**config.mk**
```make
export PLATFORM = sky130hd
export DESIGN_NAME = store_narrow_rmw
export DESIGN_NICKNAME = d
export VERILOG_FILES = /design/src/rtl/store_pkg.sv /design/src/rtl/byte_lane_merge.sv /design/src/rtl/store_narrow_rmw.sv
export SDC_FILE = /design/constraint.sdc
export NUM_CORES = 1
export LEC_CHECK = 0
export CORE_MARGIN = 1
export CORE_UTILIZATION = 45
export CTS_BUF_LIST = sky130_fd_sc_hd__clkbuf_2
export CTS_CLUSTER_SIZE = 8
export DETAILED_ROUTE_END_ITERATION = 8
export PLACE_DENSITY = 0.8
export SETUP_SLACK_MARGIN = 0.3
export SYNTH_ARGS = -nofsm -noshare
export SYNTH_HDL_FRONTEND = slang
export SYNTH_SLANG_ARGS = --single-unit
```
**constraint.sdc**
```tcl
create_clock -name Clk -period 4.35 [get_ports Clk]
set_input_delay 0.87 -clock Clk [delete_from_list [all_inputs] [get_ports Clk]]
set_output_delay 0.87 -clock Clk [all_outputs]
set_load 0.005 [all_outputs]
```
**src/rtl/store_pkg.sv**
```systemverilog
// Shared encodings for the narrow store path: access sizes, FSM states, lane geometry
// and the alignment rule used to reject bad requests.
package store_pkg;

  localparam logic [1:0] SIZE_BYTE = 2'b00;
  localparam logic [1:0] SIZE_HALF = 2'b01;
  localparam logic [1:0] SIZE_WORD = 2'b10;
  localparam logic [1:0] SIZE_ILL  = 2'b11;

  localparam logic [2:0] S_IDLE  = 3'd0;
  localparam logic [2:0] S_READ  = 3'd1;
  localparam logic [2:0] S_MERGE = 3'd2;
  localparam logic [2:0] S_WRITE = 3'd3;
  localparam logic [2:0] S_ERR   = 3'd4;

  localparam int LANES  = 4;
  localparam int LANE_W = 8;

  typedef enum logic [2:0] {
    ST_IDLE  = S_IDLE,
    ST_READ  = S_READ,
    ST_MERGE = S_MERGE,
    ST_WRITE = S_WRITE,
    ST_ERR   = S_ERR
  } state_t;

  // Illegal size, odd halfword, or word not on a 4-byte boundary.
  function automatic logic is_misaligned(input logic [1:0] size, input logic [1:0] addr_lo);
    logic bad;
    bad = 1'b0;
    case (size)
      SIZE_BYTE: bad = 1'b0;
      SIZE_HALF: bad = addr_lo[0];
      SIZE_WORD: bad = (addr_lo != 2'b00);
      default:   bad = 1'b1;
    endcase
    return bad;
  endfunction

endpackage

```
**src/rtl/byte_lane_merge.sv**
```systemverilog
// Combinational lane replacement: overlays the narrowed store data onto the word read
// back from memory, leaving untouched lanes at their old value.
module byte_lane_merge
  import store_pkg::*;
(
  input  logic [31:0] old_word,
  input  logic [31:0] new_data,
  input  logic [1:0]  size,
  input  logic [1:0]  addr_lo,
  output logic [31:0] merged
);

  genvar gi;
  generate
    for (gi = 0; gi < LANES; gi++) begin : g_lane
      logic       sel;
      logic [7:0] src;

      always_comb begin
        sel = 1'b0;
        src = new_data[LANE_W*gi +: LANE_W];
        case (size)
          SIZE_BYTE: begin
            sel = (addr_lo == 2'(gi));
            src = new_data[7:0];
          end
          SIZE_HALF: begin
            // Half data always comes from bits [15:0]; lane parity picks the byte.
            sel = (addr_lo[1] == 1'(gi / 2));
            src = new_data[LANE_W*(gi % 2) +: LANE_W];
          end
          SIZE_WORD: begin
            sel = 1'b1;
            src = new_data[LANE_W*gi +: LANE_W];
          end
          default: begin
            sel = 1'b0;
            src = new_data[LANE_W*gi +: LANE_W];
          end
        endcase
      end

      assign merged[LANE_W*gi +: LANE_W] = sel ? src : old_word[LANE_W*gi +: LANE_W];
    end
  endgenerate

endmodule

```
**src/rtl/store_narrow_rmw.sv**
```systemverilog
// MEM-stage store unit: word stores go straight to memory, byte/half stores do a
// read-modify-write, and misaligned or illegal requests are dropped with a pulse.
module store_narrow_rmw
  import store_pkg::*;
#(
  parameter int ADDR_W = 32,
  parameter int DATA_W = 32
) (
  input  logic              Clk,
  input  logic              Reset,
  input  logic              req_valid,
  output logic              req_ready,
  input  logic [ADDR_W-1:0] req_addr,
  input  logic [DATA_W-1:0] req_data,
  input  logic [1:0]        req_size,
  output logic [ADDR_W-1:0] mem_addr,
  output logic              mem_rd_en,
  input  logic [DATA_W-1:0] mem_rd_data,
  output logic              mem_wr_en,
  output logic [DATA_W-1:0] mem_wr_data,
  output logic              busy,
  output logic              done,
  output logic              misaligned
);

  state_t            state_reg;
  logic [ADDR_W-1:0] addr_reg;
  logic [DATA_W-1:0] data_reg;
  logic [1:0]        size_reg;

  logic [ADDR_W-1:0] mem_addr_reg;
  logic              mem_rd_en_reg;
  logic              mem_wr_en_reg;
  logic [DATA_W-1:0] mem_wr_data_reg;
  logic              done_reg;
  logic              misaligned_reg;

  logic [DATA_W-1:0] merged_word;
  logic [ADDR_W-1:0] req_word_addr;
  logic [ADDR_W-1:0] cap_word_addr;

  assign req_word_addr = {req_addr[ADDR_W-1:2], 2'b00};
  assign cap_word_addr = {addr_reg[ADDR_W-1:2], 2'b00};

  byte_lane_merge u_merge (
    .old_word (mem_rd_data),
    .new_data (data_reg),
    .size     (size_reg),
    .addr_lo  (addr_reg[1:0]),
    .merged   (merged_word)
  );

  always_ff @(posedge Clk) begin
    if (Reset) begin
      state_reg       <= ST_IDLE;
      addr_reg        <= '0;
      data_reg        <= '0;
      size_reg        <= '0;
      mem_addr_reg    <= '0;
      mem_rd_en_reg   <= 1'b0;
      mem_wr_en_reg   <= 1'b0;
      mem_wr_data_reg <= '0;
      done_reg        <= 1'b0;
      misaligned_reg  <= 1'b0;
    end else begin
      // Strobes and their payload are single-cycle; default everything back to idle.
      mem_addr_reg    <= '0;
      mem_rd_en_reg   <= 1'b0;
      mem_wr_en_reg   <= 1'b0;
      mem_wr_data_reg <= '0;
      done_reg        <= 1'b0;
      misaligned_reg  <= 1'b0;

      case (state_reg)
        ST_IDLE: begin
          if (req_valid) begin
            addr_reg <= req_addr;
            data_reg <= req_data;
            size_reg <= req_size;
            if (is_misaligned(req_size, req_addr[1:0])) begin
              state_reg      <= ST_ERR;
              misaligned_reg <= 1'b1;
            end else if (req_size == SIZE_WORD) begin
              state_reg       <= ST_WRITE;
              mem_wr_en_reg   <= 1'b1;
              done_reg        <= 1'b1;
              mem_addr_reg    <= req_word_addr;
              mem_wr_data_reg <= req_data;
            end else begin
              state_reg     <= ST_READ;
              mem_rd_en_reg <= 1'b1;
              mem_addr_reg  <= req_word_addr;
            end
          end
        end
        ST_READ: begin
          state_reg <= ST_MERGE;
        end
        ST_MERGE: begin
          // Read data is valid this cycle; the merged word is captured as write payload.
          state_reg       <= ST_WRITE;
          mem_wr_en_reg   <= 1'b1;
          done_reg        <= 1'b1;
          mem_addr_reg    <= cap_word_addr;
          mem_wr_data_reg <= merged_word;
        end
        ST_WRITE: state_reg <= ST_IDLE;
        ST_ERR:   state_reg <= ST_IDLE;
        default:  state_reg <= ST_IDLE;
      endcase
    end
  end

  assign req_ready   = (state_reg == ST_IDLE) && !Reset;
  assign busy        = (state_reg != ST_IDLE);
  assign mem_addr    = mem_addr_reg;
  assign mem_rd_en   = mem_rd_en_reg;
  assign mem_wr_en   = mem_wr_en_reg;
  assign mem_wr_data = mem_wr_data_reg;
  assign done        = done_reg;
  assign misaligned  = misaligned_reg;

endmodule
```
==> results.py <==
metrics = {
    "outcome": {
        "outcome": "complete, no violations",
    },
    "timing": {
        "max_freq_ghz": 0.322,
        "hold_viol_final": 0,
        "final_max_slew_viol_count": 0,
        "slew_headroom": 0.353,
        "finClkSkew_ns": 0.0267,
        "fin_crit_sh": 0.714,
        "fin_tns_setup_ns": 0,
        "period_needed_ns": 3.10,
        "setup-violations-final": 0,
        "tightest_slew_ns": 0.966,
        "rsz0062_at_grt": "false",
    },
    "synth": {
        "yosysUniqueCellTypes": 32,
        "synth_seq_cells": 134,
        "yosysWarnings": 0,
        "synth_area_um2": 5310,
        "seq_area_frac_synth": 0.505,
        "synth_cells": 632,
        "syn_avg_cell_area_um2": 8.40,
    },
    "floorplanning": {
        "start_util": 0.463,
        "die_w_um": 111,
        "die_height_um": 111,
        "dieArea_um2": 12200,
        "rows": 39,
        "coreArea_um2": 11500,
        "pin_count": 171,
    },
    "critical_path": {
        "cpPeakStageDelay_ns": 0.53,
        "cp-start-kind": "register",
        "path_buf_inv": 1,
        "cp_cell_sequence": "or3_2, nor2_1, clkdlybuf4s50_1",
        "worst-setup-path-type": "register to primary output",
        "critPathTopFamily": "simple AND/OR/NAND/NOR gates",
        "critPathRequiredTime_ns": 3.48,
        "slowest_stage": "clkdlybuf4s50_1",
        "crit_path_max_fanout": 6,
        "endpoint_kind": "primary output",
        "critical_path_arrival_ns": 2.23,
    },
    "grt": {
        "grt_max_degree": 69,
        "grt_pass1_vias": 4912,
        "grt_usage": 0.242,
        "antenna_found_initial": 0,
        "grt_overflow_total": 0,
        "grt_pass1_wl_um": 23800,
    },
    "final_layout": {
        "fillers": 984,
        "insertedDiodeCount": 0,
        "area_growth_pct": 36.8,
        "fin_nets": 877,
        "fin_util": 0.634,
        "layout-drive-gt1-share": 0.0798,
    },
    "route": {
        "drtIter0Drc": 223,
        "via_count": 5111,
        "avgRoutedWirePerCell_um": 16.1,
        "drc": 0,
        "drt_wl_total_um": 15000,
        "routed_via_density": 5.48,
        "drt_pre_antenna_iters": 5,
        "ant_nets": 0,
    },
    "cts": {
        "postCtsSetupRepairBufs": 0,
        "ctsHtreeMaxLevel": 4,
        "cts_made_buffers": 17,
        "clock_sinks": 134,
        "cts_hold_buf": 0,
        "path_clk_slew_ns": 0.17,
        "worstSkewPairLatency_ns": 0.64,
        "cts_tree": "built",
        "root_buffer": "clkbuf_2",
        "post_cts_resized": 0,
        "cts_max_path_buffers": 2,
    },
    "place": {
        "port_buffers": 168,
        "gp_congestion": 0.800,
        "dpl.hpwl_um": 10200,
    },
    "run": {
        "drv_cap": 0,
    },
    "power": {
        "peakVddDrop_mv": 0.242,
        "powerDensity_nw_per_um2": 367,
        "leakage_nw": 2.63,
    },
    "worst_hold_path": {
        "min_path_type": "register to register",
    },
}
==> kinds of logic (layout without fill, tap and decap cells) <==
kind of cell	count (synthesis)	count (layout)	share of synthesized area
buffers and inverters	56	212	0.0459
AND/OR/NAND/NOR	252	252	0.197
XOR/XNOR	1	1	0.00165
flip-flops	134	134	0.505
multiplexers	32	32	0.0641
AO/OA/AOI/OAI	156	156	0.185
other	1	2	0.000706
==> final cells by class <==
class	instances	area [um2]	share of cell area
sequential	134	2680	0.369
multi-input combinational	443	2410	0.331
timing repair buffer	178	1750	0.241
clock inverter	11	133	0.0183
clock buffer	21	105	0.0145
inverter	2	7.51	0.00103
tap	143	179	0.0246
==> through the flow <==
step           setup slack (ns)  hold slack [ns]  cells  area [um2]  total power, mW
4_1_cts                    1.20            0.470    932        7270             2.68
5_1_grt                    1.14            0.489    932        7270             2.80
2_1_floorplan              2.09            0.433    633        5320             1.70
6_report                   1.25            0.467    932        7270             2.66
3_3_place_gp               1.37            0.439    900        7030             1.92
3_5_place_dp               1.28            0.447    900        7030             1.94
==> where the power goes <==
part / switching (mW) / total [mW] / internal, mW
Clock: 0.425 / 0.747 / 0.322
Sequential: 0.0652 / 1.37 / 1.31
Combinational: 0.292 / 0.545 / 0.253
==> per-layer routing <==
metal	global-route usage	vias to the layer above	wire length (um)
li1	-	2492	-
met1	0.282	2347	6120
met2	0.408	243	7150
met3	0.0724	29	1400
met4	0.111	0	371
met5	0	-	0
==> cell usage after synthesis <==
| library cell | instances | area [um2] |
|---|---|---|
| or3_1 | 2 | 12.5 |
| or2_2 | 1 | 6.26 |
| conb_1 | 1 | 3.75 |
| nand2_1 | 155 | 582 |
| nor2_1 | 44 | 165 |
| a21o_1 | 3 | 22.5 |
| buf_1 | 6 | 22.5 |
| o211a_1 | 1 | 10.0 |
| o21a_1 | 2 | 15.0 |
| buf_2 | 3 | 15.0 |
| nor2b_1 | 2 | 12.5 |
| xnor2_1 | 1 | 8.76 |
| a32oi_1 | 38 | 333 |
| o211ai_1 | 8 | 60.1 |
| a31oi_1 | 16 | 100 |
| o21ai_0 | 8 | 40.0 |
| dfxtp_1 | 134 | 2680 |
| nor3_1 | 1 | 5.00 |
| nor3b_1 | 1 | 7.51 |
| nand3_1 | 40 | 200 |
| inv_1 | 2 | 7.51 |
| mux2i_1 | 16 | 160 |
| clkbuf_1 | 39 | 146 |
| nor4_4 | 1 | 21.3 |
| nand2b_1 | 4 | 25.0 |
| o22ai_1 | 1 | 6.26 |
| a211oi_1 | 1 | 7.51 |
| or4b_1 | 1 | 10.0 |
| buf_6 | 2 | 22.5 |
| mux2_2 | 16 | 180 |
| a21oi_1 | 78 | 390 |
| buf_4 | 4 | 30.0 |
==> worst paths after layout <==
kind                start              end  slack [ns]  depth (start not counted)
max          state_reg[2]        req_ready        1.25                          3
min          addr_reg[31]     addr_reg[31]        0.47                          2
max reg2reg  state_reg[1]  mem_wr_data[24]        2.18                          4
min reg2reg  addr_reg[31]     addr_reg[31]        0.47                          2
==> tightest hold or removal path, cell delays in order, from the launching register on <==
cell and delay [ns]:
dfxtp_1 0.34, nand2_1 0.05, a21oi_1 0.05
==> placed cells by master (no fill, tap or decap), drive strengths merged, types with 21 or more instances in the layout <==
cell,Yosys,final
clkdlybuf4s50,0,167
nand2,155,155
dfxtp,134,134
a21oi,78,78
nor2,44,44
nand3,40,40
a32oi,38,38
clkbuf,39,21
Note: power is estimated with default switching activity, not from simulation.
